===== config.mk =====
export PLATFORM = sky130hd
export DESIGN_NAME = fifo_rd_ctrl
export DESIGN_NICKNAME = d
export VERILOG_FILES = /design/src/rtl/fifo_rd_ctrl.sv
export SDC_FILE = /design/constraint.sdc
export NUM_CORES = 1
export LEC_CHECK = 0
export ABC_CLOCK_PERIOD_IN_PS = 2600
export CORE_MARGIN = 3
export CORE_UTILIZATION = 55
export CTS_BUF_LIST = sky130_fd_sc_hd__clkbuf_2 sky130_fd_sc_hd__clkbuf_4 sky130_fd_sc_hd__clkbuf_8
export DETAILED_ROUTE_END_ITERATION = 8
export DONT_BUFFER_PORTS = 1
export PLACE_DENSITY_LB_ADDON = 0.3
export SETUP_SLACK_MARGIN = 0.1
export SYNTH_ARGS = -nofsm -noshare
export SYNTH_HDL_FRONTEND = slang
export SYNTH_SLANG_ARGS = --single-unit

===== constraint.sdc =====
create_clock -name rd_clk -period 2.6 [get_ports rd_clk]
set_input_delay 0.13 -clock rd_clk [delete_from_list [all_inputs] [get_ports rd_clk]]
set_output_delay 0.13 -clock rd_clk [all_outputs]
set_load 0.01 [all_outputs]

===== src/rtl/fifo_rd_ctrl.sv =====
// fifo_rd_ctrl: read-side pointer, address and status controller for the async UART FIFO.
// Define FIFO_RD_SYNC_EN to add an internal SYNC_STAGES-deep synchroniser on wr_ptr_gr.
module fifo_rd_ctrl #(
    parameter int ADDR_W      = 4,
    parameter int AE_THRESH   = 2,
    parameter int SYNC_STAGES = 2
) (
    input  logic              rd_clk,
    input  logic              rd_reset_n,
    input  logic [ADDR_W:0]   wr_ptr_gr,
    input  logic              rd_en,
    input  logic              rd_err_clr,
    output logic [ADDR_W-1:0] rd_addr,
    output logic [ADDR_W:0]   rd_ptr_gr,
    output logic              rd_empty,
    output logic              rd_almost_empty,
    output logic [ADDR_W:0]   rd_level,
    output logic              rd_valid,
    output logic              rd_underflow
);

    localparam logic [ADDR_W:0] AE_LIM = (ADDR_W+1)'(AE_THRESH);

    if (SYNC_STAGES < 2) begin : g_sync_check
        $error("fifo_rd_ctrl: SYNC_STAGES must be at least 2");
    end
    if (AE_THRESH < 0 || AE_THRESH > (1 << ADDR_W)) begin : g_ae_check
        $error("fifo_rd_ctrl: AE_THRESH out of range");
    end

    function automatic logic [ADDR_W:0] bin2gray(input logic [ADDR_W:0] b);
        return b ^ (b >> 1);
    endfunction

    function automatic logic [ADDR_W:0] gray2bin(input logic [ADDR_W:0] g);
        logic [ADDR_W:0] b;
        b = g;
        for (int i = ADDR_W - 1; i >= 0; i--) begin
            b[i] = b[i+1] ^ g[i];
        end
        return b;
    endfunction

    logic [ADDR_W:0] rd_ptr_bin;
    logic [ADDR_W:0] rd_ptr_bin_nxt;
    logic [ADDR_W:0] wsync;
    logic [ADDR_W:0] wbin;
    logic [ADDR_W:0] lvl_nxt;
    logic            acc;

`ifdef FIFO_RD_SYNC_EN
    // Write-pointer synchroniser chain; Gray coding keeps each hop single-bit.
    logic [ADDR_W:0] sync_q [SYNC_STAGES];

    always_ff @(posedge rd_clk) begin
        if (!rd_reset_n) begin
            for (int i = 0; i < SYNC_STAGES; i++) begin
                sync_q[i] <= '0;
            end
        end else begin
            sync_q[0] <= wr_ptr_gr;
            for (int i = 1; i < SYNC_STAGES; i++) begin
                sync_q[i] <= sync_q[i-1];
            end
        end
    end

    assign wsync = sync_q[SYNC_STAGES-1];
`else
    assign wsync = wr_ptr_gr;
`endif

    // Status uses the post-accept pointer so a read releases its entry at the same edge.
    assign acc            = rd_en & ~rd_empty;
    assign rd_ptr_bin_nxt = rd_ptr_bin + {{ADDR_W{1'b0}}, acc};
    assign wbin           = gray2bin(wsync);
    assign lvl_nxt        = wbin - rd_ptr_bin_nxt;
    assign rd_addr        = rd_ptr_bin[ADDR_W-1:0];

    always_ff @(posedge rd_clk) begin
        if (!rd_reset_n) begin
            rd_ptr_bin      <= '0;
            rd_ptr_gr       <= '0;
            rd_empty        <= 1'b1;
            rd_almost_empty <= 1'b1;
            rd_level        <= '0;
            rd_valid        <= 1'b0;
            rd_underflow    <= 1'b0;
        end else begin
            rd_ptr_bin      <= rd_ptr_bin_nxt;
            rd_ptr_gr       <= bin2gray(rd_ptr_bin_nxt);
            rd_empty        <= (lvl_nxt == '0);
            rd_almost_empty <= (lvl_nxt <= AE_LIM);
            rd_level        <= lvl_nxt;
            rd_valid        <= acc;
            if (rd_en && rd_empty) begin
                rd_underflow <= 1'b1;
            end else if (rd_err_clr) begin
                rd_underflow <= 1'b0;
            end
        end
    end

endmodule

==> flow_summary.toml, run 1 <==
[status]
status = "completed"

[synthesis]
synth_cell_types = 21
synth-seq-cells = 18
syn-num-nets = 95
ys_seq_area_share_pct = 41.9
yosys_warnings = 0
synth_flop_cell = "dfxtp_1"
netlist_area_sq_um = 860
syn_inst = 79
synth_edf_count = 0
synth.avg_cell_area_sq_um = 10.9
async_flop_share_pct = 0

[job]
drv_cap = 0

[global_route]
grt_max_degree = 18
antenna_found_initial = 0
grtUsageTotal_pct = 16.3
grt_pass1_wl_mm = 2.35
overflow = 0
grt_pass1_vias = 532

[pwr]
power_density_mw_per_mm2 = 629
peakVddDrop_mv = 0.333
leakagePower_nw = 0.407
total_power_mw = 0.608

[clock_network]
cts.sinks = 18
clockBufferDepth = 2
cts_tree = "done"
clk_pin_slew_ns = 0.09
post_cts_buffers = 0
h-tree-depth = 1
cts_made_buffers = 3
clk_latency_ns = 0.28
root_buffer = "clkbuf_4"

[timing]
slew_viol_final = 0
fin_tns_setup_ns = 0
skew_ns = 0.00744
tightest_slew_ns = 0.467
slew_headroom_pct = 68.8
finalSetupViolations = 0
fin_ws_ns = 0.183
rsz0062_at_grt = "true"
finalCritPeriodShare_pct = 93.0
hold_ws_ns = 0.0115
hold_viol = 0
period_needed_ns = 2.42
fmax_mhz = 414

[layout]
final_cells = 102
nFillCells = 104
drive_above_1_share_pct = 16.1
design_area_sq_um = 967
final_common_cell = "dfxtp_1"
utilization_pct = 70.0
most-common-layout-cells = "18 x dfxtp_1, 10 x and2_1, 9 x xor2_1"
layout.nets = 105
antennaDiodeCount = 0
syn2layout_area_growth_pct = 12.5

[place]
place_area_sq_um = 905
dp_cells = 97
dp_hpwl_mm = 1.13
post-place-ws_ns = 0.0563
port_buffers = 0
gp_congestion = 0.699

[floorplan]
initial_core_util_pct = 62.2
dieWidth_microns = 45.5
coreArea_sq_mm = 0.00138
row_count = 13
design.die.area_sq_mm = 0.00207
die_y_microns = 45.5
pin_count = 27

[setup_path]
crit_fanout = 3
end_kind = "flop"
crit_arrival_ns = 2.60
critPathKind = "reg2reg"
required_ns = 2.78
crit_path_start_kind = "flop"

[drt]
dr_wl_met3_microns = 67
wl_met2_microns = 757
wl_met1_microns = 586
drc = 0
via_per_inst = 5.29
wl_mm = 1.43
highest_layer = "met4"
drtPass1Iterations = 2
wl_per_cell_microns = 14.0
ant_nets = 0
drt_iter0_markers = 3
vias = 540

[hold_path]
hold_class = "in2reg"
cell usage after synthesis (2+ instances only):
master | number | area [sq um]
nand2b_1 | 2 | 12.5
inv_1 | 3 | 11.3
xor3_2 | 2 | 50.1
a21oi_1 | 3 | 15.0
and2_1 | 10 | 62.6
ha_1 | 6 | 75.1
nor2b_1 | 6 | 37.5
xnor2_1 | 5 | 43.8
a21o_1 | 2 | 15.0
dfxtp_1 | 18 | 360
nand2_1 | 2 | 7.51
o41ai_1 | 2 | 17.5
xor2_1 | 10 | 87.6
critical path: stages (launching register included):
cell and delay [ns]:
dfxtp_1 0.36, nor2b_2 0.17, ha_2 0.23, nand3_1 0.15, xor2_2 0.21, ha_1 0.35
a21o_1 0.19, a31oi_1 0.17, xnor2_1 0.14, o41ai_2 0.35
final cells by class:
cell class              count  area [sq um]  share of cell area, %
well taps                  15          18.8                   1.94
multi-input cells          57           504                   52.1
inverters                   3          11.3                   1.16
clock buffers               3          22.5                   2.33
flip-flops and latches     18           360                   37.3
repair buffers              6          50.0                   5.17
kinds of logic (layout without fill, tap and decap cells):
kind of cell	after synthesis	in the layout	synth area share, %
and+or+nand+nor	23	23	16.2
DFF	18	18	41.9
xor gates and xnor gates	17	17	21.1
AOI/OAI and AO/OA	10	10	8.01
adders and majority gates	7	7	11.1
buffers and inverters	4	12	1.75
registers in the layout, indices dropped and copies added (netlist names):
signal	cells
rd_valid	1
rd_ptr_gr	5
rd_underflow	1
rd_almost_empty	1
rd_ptr_bin	4
rd_level	5
rd_empty	1
worst paths after layout:
check                               from           end  slack, ns  cells past startpoint
worst min-delay path               rd_en  rd_underflow       0.01                      2
worst max register to register  rd_empty      rd_empty       0.18                      9
worst max-delay path            rd_empty      rd_empty       0.18                      9
worst min register to register  rd_empty  rd_underflow       0.55                      2
layer usage:
metal,up-vias,GRT usage [%]
met5,-,0
met4,0,7.02
met3,2,6.32
met2,17,27.9
met1,244,17.7
li1,277,-
power by group:
| group | leakage, nW | total, mW | switching [mW] | internal, mW |
|---|---|---|---|---|
| clock | 0.0138 | 0.128 | 0.0745 | 0.0537 |
| sequential | 0.148 | 0.332 | 0.0272 | 0.304 |
| combinational | 0.245 | 0.148 | 0.0738 | 0.0745 |
what timing repair did:
| action | CTS | global route |
|---|---|---|
| pin swaps | 0 | 1 |
| endpoints found under the setup margin | 1 | 2 |
| hold endpoints to repair | 17 | 1 |
| resized for setup | 3 | 1 |
| hold buffers | 1 | 1 |
(Power assumes the default switching activity.)
==> run 2: changes to the inputs <==
GPL_TIMING_DRIVEN = 0   (was unset)
PLACE_DENSITY = 0.69   (was unset)
PLACE_DENSITY_LB_ADDON = unset   (was 0.3)
==> run 2 against run 1 <==
Via count rose by 0.74%. Final cell count decreased by 0.98%. Sequential power barely moved. Total power is 7.6% higher. Die area stayed put. Final area grew 3.4%. Sequential share of layout area decreased by 0.96 points.
==> flow_summary.toml, run 2 (synthesis gave the netlist of run 1 again) <==
[setup_path]
required_ns = 2.78
crit_arrival_ns = 2.52
ff2ff_path_depth = 8
reg2reg_setup_slack_ns = 0.26
worstReg2RegStart = "rd_empty"
crit_fanout = 4
crit_path_max_incr_delay_ns = 0.47
slowest_stage = "fa_1"
rr_endpoint = "rd_empty"
crit_path_cell_trace = "nor2b_4 -> ha_4 -> xor2_2 -> inv_1 -> fa_1 -> a31oi_1 -> xnor2_1 -> o41ai_2"
critPathKind = "reg2reg"
end_kind = "flop"
crit_path_start_kind = "flop"

[drt]
drtPass1Iterations = 4
vias = 544
wl_per_cell_microns = 13.7
via_per_inst = 5.39
ant_nets = 0
drt_iter0_markers = 4
wl_mm = 1.38
drc = 0

[pwr]
swShare_pct = 28.8
p_comb_share_pct = 22.8
peakVddDrop_mv = 0.353
clockPowerShare_pct = 26.1
p_switching_mw = 0.188
seqPwrFrac_pct = 51.1
power_density_mw_per_mm2 = 655
cellInternalPower_mw = 0.466
leakagePower_nw = 0.405

[global_route]
antenna_found_initial = 0
grt_pass1_vias = 496
overflow = 0
grt_pass1_wl_mm = 2.10
grtUsageTotal_pct = 14.5
grt_max_degree = 11

[status]
status = "completed"

[floorplan]
dieWidth_microns = 45.5
die_y_microns = 45.5
pin_count = 27
coreArea_sq_mm = 0.00138
design.die.area_sq_mm = 0.00207
row_count = 13
initial_core_util_pct = 62.2

[job]
drv_cap = 0

[hold_path]
hold_depth = 2
min_from = "rd_err_clr"
hold_class = "in2reg"
whs_endpoint = "rd_underflow"

[timing]
rsz0062_at_grt = "false"
slew_headroom_pct = 71.3
skew_ns = 0.00298
hold_viol = 0
slew_viol_final = 0
fmax_mhz = 428
tightest_slew_ns = 0.428
finalCritPeriodShare_pct = 89.9
finalSetupViolations = 0
period_needed_ns = 2.34

[layout]
top_regs = "rd_level (5), rd_ptr_gr (5), rd_ptr_bin (4)"
final_common_cell = "dfxtp_1"
nFillCells = 109
layout.nets = 103
design_area_sq_um = 1000
drive_above_1_share_pct = 18.6
most-common-layout-cells = "16 x dfxtp_1, 10 x and2_1, 8 x xor2_1, 5 x xnor2_1, 5 x nor2b_1"
antennaDiodeCount = 0
syn2layout_area_growth_pct = 16.3
utilization_pct = 72.3

[clock_network]
clk_pin_slew_ns = 0.11
clk_latency_ns = 0.29
cts.sinks = 18
cts_made_buffers = 3
root_buffer = "clkbuf_4"
clockBufferDepth = 2
cts_tree = "done"
h-tree-depth = 1

[place]
dp_hpwl_mm = 1.03
port_buffers = 0
gp_congestion = 0.716
place_area_sq_um = 878
-- run 2: changes by cell type in the layout (fill, tap and decap cells not counted), sizes merged --
cell,delta
buf,-3
clkbuf,+2
-- run 2: area by class of cell --
class / instances / area, sq um / share of cell area (%)
Tap cell: 15 / 18.8 / 1.88
Inverter: 3 / 11.3 / 1.13
Buffer: 1 / 3.75 / 0.375
Timing Repair Buffer: 3 / 27.5 / 2.75
Clock buffer: 4 / 36.3 / 3.63
Sequential cell: 18 / 363 / 36.3
Multi-Input combinational cell: 57 / 539 / 53.9
-- run 2: metal layers --
| layer | routed length (microns) | track usage [%] | vias to the layer above | part of all wire [%] |
|---|---|---|---|---|
| li1 | - | - | 273 | - |
| met1 | 608 | 18.8 | 255 | 44 |
| met2 | 677 | 22.3 | 14 | 49 |
| met3 | 80 | 4.74 | 2 | 5.8 |
| met4 | 13 | 5.26 | 0 | 0.94 |
| met5 | 0 | 0 | - | 0 |
-- run 2: through the flow --
| step | setup slack [ns] | cells | setup TNS (ns) | hold slack [ns] | power, mW |
|---|---|---|---|---|---|
| final | 0.263 | 101 | 0 | 0.0474 | 0.654 |
| after global placement | -0.0337 | 94 | -0.0337 | 0.256 | 0.472 |
| after global routing | 0.0914 | 101 | 0 | 0.0372 | 0.696 |
| after floorplan | 0.258 | 79 | 0 | 0.252 | 0.449 |
| after detailed placement | 0.0207 | 94 | 0 | 0.258 | 0.475 |
| after CTS | 0.132 | 100 | 0 | 0.0225 | 0.643 |
-- run 2: repair_timing --
action                     CTS  global route
pin swaps                    0             3
buffers inserted             0             1
hold endpoints to repair     8             0
setup endpoints to repair    2             2
hold buffers                 2             0
resized for setup            4             6
-- run 2: worst max path at each step --
stage / start / endpoint / slack [ns] / cells past startpoint
2_1_floorplan: wr_ptr_gr[4] / rd_almost_empty / 0.26 / 9
3_3_place_gp: rd_empty / rd_empty / -0.03 / 8
3_5_place_dp: rd_empty / rd_empty / 0.02 / 8
4_1_cts: rd_empty / rd_empty / 0.13 / 9
5_1_grt: rd_empty / rd_empty / 0.09 / 9
6_report: rd_empty / rd_empty / 0.26 / 8
-- run 2: critical path: cells and delay by family, from the launching register on --
family,cells,cell delay [ns]
adder cells (fa/ha/maj),2,0.64
AO/OA/AOI/OAI,2,0.59
flip-flops,1,0.37
XOR/XNOR,2,0.37
AND/OR/NAND/NOR,1,0.15
buffers and inverters,1,0.12
-- run 2: power by group through the flow --
stage                     Clock, mW  Combinational (mW)  Sequential (mW)
final                         0.171               0.149            0.334
after global placement            0               0.134            0.338
after floorplan                   0               0.115            0.335
after CTS                     0.168               0.142            0.333
after detailed placement          0               0.136            0.339
after global routing          0.190               0.168            0.339
